==> src/rtl/mem_arb_pkg.sv <==
// mem_arb_pkg: shared types and constants for the IF/MEM unified-memory arbiter.
//   arb_state_t          : IDLE (nothing outstanding) / WAIT (one transaction outstanding)
//   arb_owner_t          : which stage owns the outstanding transaction
//   STARVE_LIMIT_DEFAULT : default number of consecutive DM grants tolerated
//                          while a fetch is waiting
package mem_arb_pkg;

  typedef enum logic {
    IDLE = 1'b0,
    WAIT = 1'b1
  } arb_state_t;

  typedef enum logic [1:0] {
    OWN_NONE = 2'd0,
    OWN_IF   = 2'd1,
    OWN_DM   = 2'd2
  } arb_owner_t;

  localparam int STARVE_LIMIT_DEFAULT = 4;

endpackage

==> src/rtl/arb_starve_counter.sv <==
// arb_starve_counter: 4-bit saturating counter of consecutive DM grants
// taken while a fetch is pending.
//   clk, rst       : clock, asynchronous active-low reset
//   inc            : count one DM grant (saturates at LIMIT)
//   clr            : clear (IF grant, or no fetch pending); wins over inc
//   limit_reached  : counter equals LIMIT, IF must win the next tie
module arb_starve_counter #(
  parameter int LIMIT = 4
) (
  input  logic clk,
  input  logic rst,
  input  logic inc,
  input  logic clr,
  output logic limit_reached
);

  localparam logic [3:0] LIMIT_C = 4'(LIMIT);

  logic [3:0] cnt_q;
  logic [3:0] cnt_d;

  always_comb begin
    cnt_d = cnt_q;
    if (clr) begin
      cnt_d = 4'd0;
    end else if (inc && (cnt_q != LIMIT_C)) begin
      cnt_d = cnt_q + 4'd1;
    end
  end

  always_ff @(posedge clk or negedge rst) begin
    if (!rst) begin
      cnt_q <= 4'd0;
    end else begin
      cnt_q <= cnt_d;
    end
  end

  assign limit_reached = (cnt_q == LIMIT_C);

endmodule

==> src/rtl/mem_port_arbiter.sv <==
// mem_port_arbiter: shares one single-port memory between instruction fetch
// (IF) and load/store (DM). One transaction outstanding at most.
//   clk, rst            : clock, asynchronous active-low reset
//   if_req_* / if_rsp_* : fetch request (valid/ready) and registered response
//   dm_req_* / dm_rsp_* : data request (valid/ready) and registered response
//   mem_req_* / mem_rsp_*: memory-side request and response
//   arb_err             : sticky, a memory response arrived while idle
//   dbg_state           : current FSM state
// Optional feature macro: MEM_ARB_STARVE_GUARD_EN builds the starvation guard
// (after STARVE_LIMIT consecutive DM grants with a fetch waiting, IF wins the
// next tie). Without it DM has strict priority.
//
// Handshake: a request transfers in any cycle where valid and ready are both
// high; the requester holds valid and its fields stable until then. The
// selection is recomputed every cycle, so a not-yet-accepted grant may move.
module mem_port_arbiter
  import mem_arb_pkg::*;
#(
  parameter int ADDR_W       = 32,
  parameter int DATA_W       = 32,
  parameter int STARVE_LIMIT = STARVE_LIMIT_DEFAULT
) (
  input  logic              clk,
  input  logic              rst,
  input  logic              if_req_valid,
  input  logic [ADDR_W-1:0] if_req_addr,
  output logic              if_req_ready,
  output logic              if_rsp_valid,
  output logic [DATA_W-1:0] if_rsp_data,
  input  logic              dm_req_valid,
  input  logic              dm_req_we,
  input  logic [ADDR_W-1:0] dm_req_addr,
  input  logic [DATA_W-1:0] dm_req_wdata,
  output logic              dm_req_ready,
  output logic              dm_rsp_valid,
  output logic [DATA_W-1:0] dm_rsp_rdata,
  output logic              mem_req_valid,
  output logic              mem_req_we,
  output logic [ADDR_W-1:0] mem_req_addr,
  output logic [DATA_W-1:0] mem_req_wdata,
  input  logic              mem_req_ready,
  input  logic              mem_rsp_valid,
  input  logic [DATA_W-1:0] mem_rsp_rdata,
  output logic              arb_err,
  output arb_state_t        dbg_state
);

  arb_state_t        state_q, state_d;
  arb_owner_t        owner_q, owner_d;
  logic              we_q, we_d;
  logic              if_rsp_valid_q, if_rsp_valid_d;
  logic [DATA_W-1:0] if_rsp_data_q, if_rsp_data_d;
  logic              dm_rsp_valid_q, dm_rsp_valid_d;
  logic [DATA_W-1:0] dm_rsp_rdata_q, dm_rsp_rdata_d;
  logic              arb_err_q, arb_err_d;

  logic sel_if, sel_dm;
  logic grant_if, grant_dm;
  logic starve_hit;

`ifdef MEM_ARB_STARVE_GUARD_EN
  // A cycle without a pending fetch breaks the "consecutive" run.
  arb_starve_counter #(
    .LIMIT(STARVE_LIMIT)
  ) u_starve (
    .clk          (clk),
    .rst          (rst),
    .inc          (grant_dm & if_req_valid),
    .clr          (grant_if | ~if_req_valid),
    .limit_reached(starve_hit)
  );
`else
  localparam int unused_starve_limit = STARVE_LIMIT;
  assign starve_hit = 1'b0;
`endif

  // Selection only exists in IDLE; in WAIT every request output is zero.
  always_comb begin
    sel_if = 1'b0;
    sel_dm = 1'b0;
    if (state_q == IDLE) begin
      if (if_req_valid && dm_req_valid) begin
        sel_if = starve_hit;
        sel_dm = ~starve_hit;
      end else begin
        sel_if = if_req_valid;
        sel_dm = dm_req_valid;
      end
    end
  end

  assign mem_req_valid = sel_if | sel_dm;
  assign mem_req_we    = sel_dm & dm_req_we;
  assign mem_req_addr  = sel_dm ? dm_req_addr : (sel_if ? if_req_addr : '0);
  assign mem_req_wdata = sel_dm ? dm_req_wdata : '0;
  assign if_req_ready  = sel_if & mem_req_ready;
  assign dm_req_ready  = sel_dm & mem_req_ready;
  assign grant_if      = if_req_ready;
  assign grant_dm      = dm_req_ready;

  always_comb begin
    state_d        = state_q;
    owner_d        = owner_q;
    we_d           = we_q;
    if_rsp_valid_d = 1'b0;
    if_rsp_data_d  = if_rsp_data_q;
    dm_rsp_valid_d = 1'b0;
    dm_rsp_rdata_d = dm_rsp_rdata_q;
    arb_err_d      = arb_err_q;
    case (state_q)
      IDLE: begin
        // No owner: a response here has nowhere to go.
        if (mem_rsp_valid) begin
          arb_err_d = 1'b1;
        end
        if (grant_if || grant_dm) begin
          state_d = WAIT;
          owner_d = grant_if ? OWN_IF : OWN_DM;
          we_d    = grant_dm & dm_req_we;
        end
      end
      WAIT: begin
        if (mem_rsp_valid) begin
          if (owner_q == OWN_IF) begin
            if_rsp_valid_d = 1'b1;
            if_rsp_data_d  = mem_rsp_rdata;
          end else begin
            dm_rsp_valid_d = 1'b1;
            dm_rsp_rdata_d = we_q ? '0 : mem_rsp_rdata;
          end
          state_d = IDLE;
          owner_d = OWN_NONE;
          we_d    = 1'b0;
        end
      end
      default: begin
        state_d = IDLE;
        owner_d = OWN_NONE;
      end
    endcase
  end

  always_ff @(posedge clk or negedge rst) begin
    if (!rst) begin
      state_q        <= IDLE;
      owner_q        <= OWN_NONE;
      we_q           <= 1'b0;
      if_rsp_valid_q <= 1'b0;
      if_rsp_data_q  <= '0;
      dm_rsp_valid_q <= 1'b0;
      dm_rsp_rdata_q <= '0;
      arb_err_q      <= 1'b0;
    end else begin
      state_q        <= state_d;
      owner_q        <= owner_d;
      we_q           <= we_d;
      if_rsp_valid_q <= if_rsp_valid_d;
      if_rsp_data_q  <= if_rsp_data_d;
      dm_rsp_valid_q <= dm_rsp_valid_d;
      dm_rsp_rdata_q <= dm_rsp_rdata_d;
      arb_err_q      <= arb_err_d;
    end
  end

  assign if_rsp_valid = if_rsp_valid_q;
  assign if_rsp_data  = if_rsp_data_q;
  assign dm_rsp_valid = dm_rsp_valid_q;
  assign dm_rsp_rdata = dm_rsp_rdata_q;
  assign arb_err      = arb_err_q;
  assign dbg_state    = state_q;

endmodule
==> config.mk <==
export PLATFORM = sky130hd
export DESIGN_NAME = mem_port_arbiter
export DESIGN_NICKNAME = d
export VERILOG_FILES = /design/src/rtl/mem_arb_pkg.sv /design/src/rtl/arb_starve_counter.sv /design/src/rtl/mem_port_arbiter.sv
export SDC_FILE = /design/constraint.sdc
export NUM_CORES = 1
export LEC_CHECK = 0
export ABC_CLOCK_PERIOD_IN_PS = 1700
export CAP_MARGIN = 0
export CELL_PAD_IN_SITES_DETAIL_PLACEMENT = 1
export CELL_PAD_IN_SITES_GLOBAL_PLACEMENT = 1
export CORE_ASPECT_RATIO = 1.25
export CORE_MARGIN = 2
export CORE_UTILIZATION = 22
export DETAILED_ROUTE_END_ITERATION = 7
export GPL_ROUTABILITY_DRIVEN = 0
export PLACE_DENSITY = 0.84
export SLEW_MARGIN = 5
export SYNTH_ARGS = -nofsm -noshare
export SYNTH_HDL_FRONTEND = slang
export SYNTH_SLANG_ARGS = --single-unit
==> constraint.sdc <==
create_clock -name clk -period 1.7 [get_ports clk]
set_clock_uncertainty 0.15 [all_clocks]
set_input_delay 0.425 -clock clk [delete_from_list [all_inputs] [get_ports clk]]
set_output_delay 0.425 -clock clk [all_outputs]
set_load 0.02 [all_outputs]
Word-level counts from Yosys, hierarchy flattened:

Cells that the tools add are included.

* bitwise operators: 7
* multiplexer cells: 24
* reductions and logical operators: 6
* equal/unequal tests: 3

Operator list (number)
* two-way mux 32 bit: 4
* two-way mux 1 bit: 14
* two-way mux 2 bit: 3
* AND reduction 3 bit: 2
* bitwise AND 1 bit: 4
* case mux 1 bit (2 select lines): 2
* case mux 2 bit (2 select lines): 1
* AND reduction 2 bit: 2
* == test 2 x 1 -> 1 bit, second input constant: 1
* inequality test 2 x 1 -> 1 bit, second input constant: 1
* inequality test 2 bit, second input constant: 1
* inverter 1 bit: 2
* logical AND 1 bit: 1
* logical OR 1 bit: 1
* bitwise OR 1 bit: 1

* word-level logic and storage cells: 48
* flip-flop bits (word level): 71
* input port bits: 135

Logic depth before layout (Yosys ltp):

* depth after elaboration: 7
* mapped depth: 5

Worst setup path before layout:

No wires, ideal clock.

* path type: register to output
* from: reg state_q, in the netlist dbg_state
* to: out mem_req_wdata[11]
* setup slack: -236 ps
* arrival time: 1361 ps
* path buffers: 2
* required time: 1125 ps
* stages on the path, launching flop included: 5
* cell sequence: dfrtp_1 -> nor2b_1 -> buf_2 -> clkbuf_1 -> and2_1

* cells in the longest elaborated chain, start to end: 2

RTL lines
* from (decl): RTL line mem_port_arbiter.sv:48 `arb_state_t state_q, state_d;`
* from (signal assigned): RTL line mem_port_arbiter.sv:154 `state_q <= state_d;`
* two-way mux 1 bit: RTL line mem_port_arbiter.sv:81 `if (state_q == IDLE) begin`
* two-way mux 32 bit: RTL line mem_port_arbiter.sv:95 `assign mem_req_wdata = sel_dm ? dm_req_wdata : '0;`
* to (decl): RTL line mem_port_arbiter.sv:40 `output logic [DATA_W-1:0] mem_req_wdata,`

No other way between the ends.

Worst setup path in the final report:

* from: reg state_q, in the netlist dbg_state
* to: out mem_req_addr[15]

* cells in the longest elaborated chain, start to end: 3
* elaborated cells on any way between the ends: 4
* those cells by class: mux (4)

RTL lines
* two-way mux 1 bit: RTL line mem_port_arbiter.sv:81
* two-way mux 32 bit: RTL line mem_port_arbiter.sv:94 `assign mem_req_addr = sel_dm ? dm_req_addr : (sel_if ? if_req_addr : '0);`
* two-way mux 32 bit (*): RTL line mem_port_arbiter.sv:94
* to (decl): RTL line mem_port_arbiter.sv:39 `output logic [ADDR_W-1:0] mem_req_addr,`

Every way passes the cells marked *; elsewhere a longest branch is shown, timed or not.

==> impl_metrics.yaml <==
drt:
  drc: 0
  vias_per_cell: 4.55
  wl_per_cell_um: 22.2
  drt_iter0_drc: 155
  vias: 3807
  wirelength_um: 18600
  dr.pass1.iters: 4
  route.antenna.remaining_nets: 0
clock_network:
  clkLatencyLatePin_ps: 330
  cts.sinks: 71
  cts.path.max_buffers: 2
  cts_root_buf: "clkbuf_16"
  cts_tree: "built"
  clkTransAtPathRegs_ps: 60
  cts_made_buffers: 9
  cts-htree-levels: 3
sta:
  fmax_mhz: 445
  min_period_ps: 2250
  slew_violations: 0
  setup_ws_ps: -546
  rsz0062_at_grt: "yes"
  whs_ps: 307
  relSlewSlack_pct: 76.6
  post-route-period-util_pct: 132
  hold_violations: 0
  worst_pin_slew_ps: 346
  setup_viol: 68
cells_and_area:
  area_growth_pct: 117
  final_core_util_pct: 48.5
  seqCellArea_sq_um: 1780
  fillers: 1720
  multi_input_area_sq_um: 1880
  nets: 748
  stdcell_count: 836
  final_cell_mix: "clkdlybuf4s50_1, buf_6, dfrtp_1"
  drive_gt1_share_pct: 39.5
  layout_commonest_cell: "clkdlybuf4s50_1"
synth:
  synth_fp_nets: 447
  ys_types: 24
  synth_top_area_share_pct: 49.4
  synth_area_per_cell_sq_um: 11.5
  synth_cells: 312
  yosys.area.top_type: "dfrtp_1"
  ys_ff_latch: 71
  synth_seq_area_share_pct: 49.4
  ys_warn_count: 0
  synth.top_cells.by_area: "dfrtp_1, mux2_4, a22o_1"
  synth_area_sq_um: 3590
global_route:
  grt_pass1_vias: 4373
  top_usage_layer: "met2"
  gr-total-overflow: 0
  grt_pass1_wl_um: 28100
  track_usage_pct: 21.2
  antenna_found_initial: 2
  gr-usage-met3_pct: 4.70
  globalRouteMet2Util_pct: 41.6
  use_met1_pct: 22.1
  grt_max_degree: 40
power_and_ir_drop:
  power_density_nw_per_um2: 1160
  finalPower_mw: 9.01
  p_leak_nw: 3.82
  ir_drop_mv: 0.791
worst_setup_path:
  r2r-start: "dbg_state$_DFF_PN0_"
  reg2reg_slack_ps: 30
  critPathLaunchType: "flop"
  critPathCaptureType: "output pin"
  crit_path_max_fanout: 5
  r2r_cells: 7
  crit_path_start: "dbg_state$_DFF_PN0_"
  cp_data_required_time_ps: 1120
  r2r-end: "we_q$_DFFE_PN0P_"
  critPathKind: "flop to output pin"
  arrival_ps: 1670
job:
  cap_violations: 0
floorplanning:
  design.core.area_sq_um: 16100
  dieArea_sq_um: 17400
  dieHeight_um: 147
  io_pins: 271
  fp.dieW_um: 118
  start_util_pct: 22.4
  rows: 52
place:
  pre_cts_ws_ps: -1160
  dpl.cell_count: 792
  hpwl_um: 12800
  portBuffers: 270
min_path:
  worstHoldPathType: "primary input to flop"
  min_to: "dbg_state$_DFF_PN0_"
  hold_path_depth: 2
  min-delay-start: "mem_rsp_valid"
run_status:
  violations: "negative setup slack"
  status: "finished with violations"
==> synth_stat cells, drive strengths merged <==
master	count
inv	34
o41ai	32
mux2	32
buf	15
a32o	1
nand3	1
nor2b	2
a31o	2
and2	35
nor3b	1
o21ba	1
dfrtp	71
o21ai	33
a21o	1
nand2	2
nor2	1
clkbuf	16
a22o	32
==> sequential cells by signal, summed over array words and instances (netlist names) <==
signal / cells
dbg_state: 1
dm_rsp_rdata: 32
we_q: 1
if_rsp_data: 32
arb_err: 1
owner_q: 2
if_rsp_valid: 1
dm_rsp_valid: 1
==> routing by layer <==
metal	wire length, um	part of all wire (%)
met3	1070	5.7
met4	329	1.8
met5	0	0
met2	10600	57
met1	6590	35
==> repair_timing <==
item | CTS | global route
cloned | 8 | 1
pin swaps | 7 | 12
buffers inserted | 14 | 9
endpoints found under the hold margin | 16 | 0
endpoints found under the setup margin | 138 | 80
hold buffers | 1 | 0
resized for setup | 493 | 11
==> report_power, final <==
group          total [mW]  switching, mW  internal [mW]
logic                4.36           2.17           2.20
clock network        1.93          0.773           1.16
registers            2.72          0.382           2.33
==> worst max path at each step <==
stage                                   to  slack [ps]
final                     mem_req_addr[15]        -550
after global placement        dm_req_ready       -1120
after CTS                 mem_req_addr[23]        -570
after floorplan           mem_req_addr[10]         -50
after global routing      mem_req_addr[20]        -610
after detailed placement      dm_req_ready       -1160
==> cells by family after synthesis <==
logic type,Yosys count,synth area share (%)
buf+inv,65,8.21
simple gates,42,7.87
flops,71,49.4
mux,32,13.1
compound gates,102,21.4
==> final cells by class <==
class | instances | area share, %
clock buffers | 9 | 2.89
repair buffers | 321 | 43.9
inverters | 34 | 1.64
flip-flops and latches | 71 | 22.8
multi-input cells | 176 | 24.1
well taps | 216 | 3.47
diodes | 2 | 0.0643
clock inverters | 7 | 1.04
==> worst max-delay path, cell delays in order (launching register included) <==
cell	delay, ps
dfrtp_2	450
nor3b_4	240
buf_6	160
buf_16	120
buf_6	100
a22o_4	140
buf_6	120
==> per-stage QoR <==
stage	setup TNS (ps)	cell area [sq um]
after global placement	-85960	7020
after detailed placement	-89480	7020
after floorplan	-1810	3990
after CTS	-30000	7760
after global routing	-34260	7790
final	-30260	7790
(Power assumes the default switching activity.)
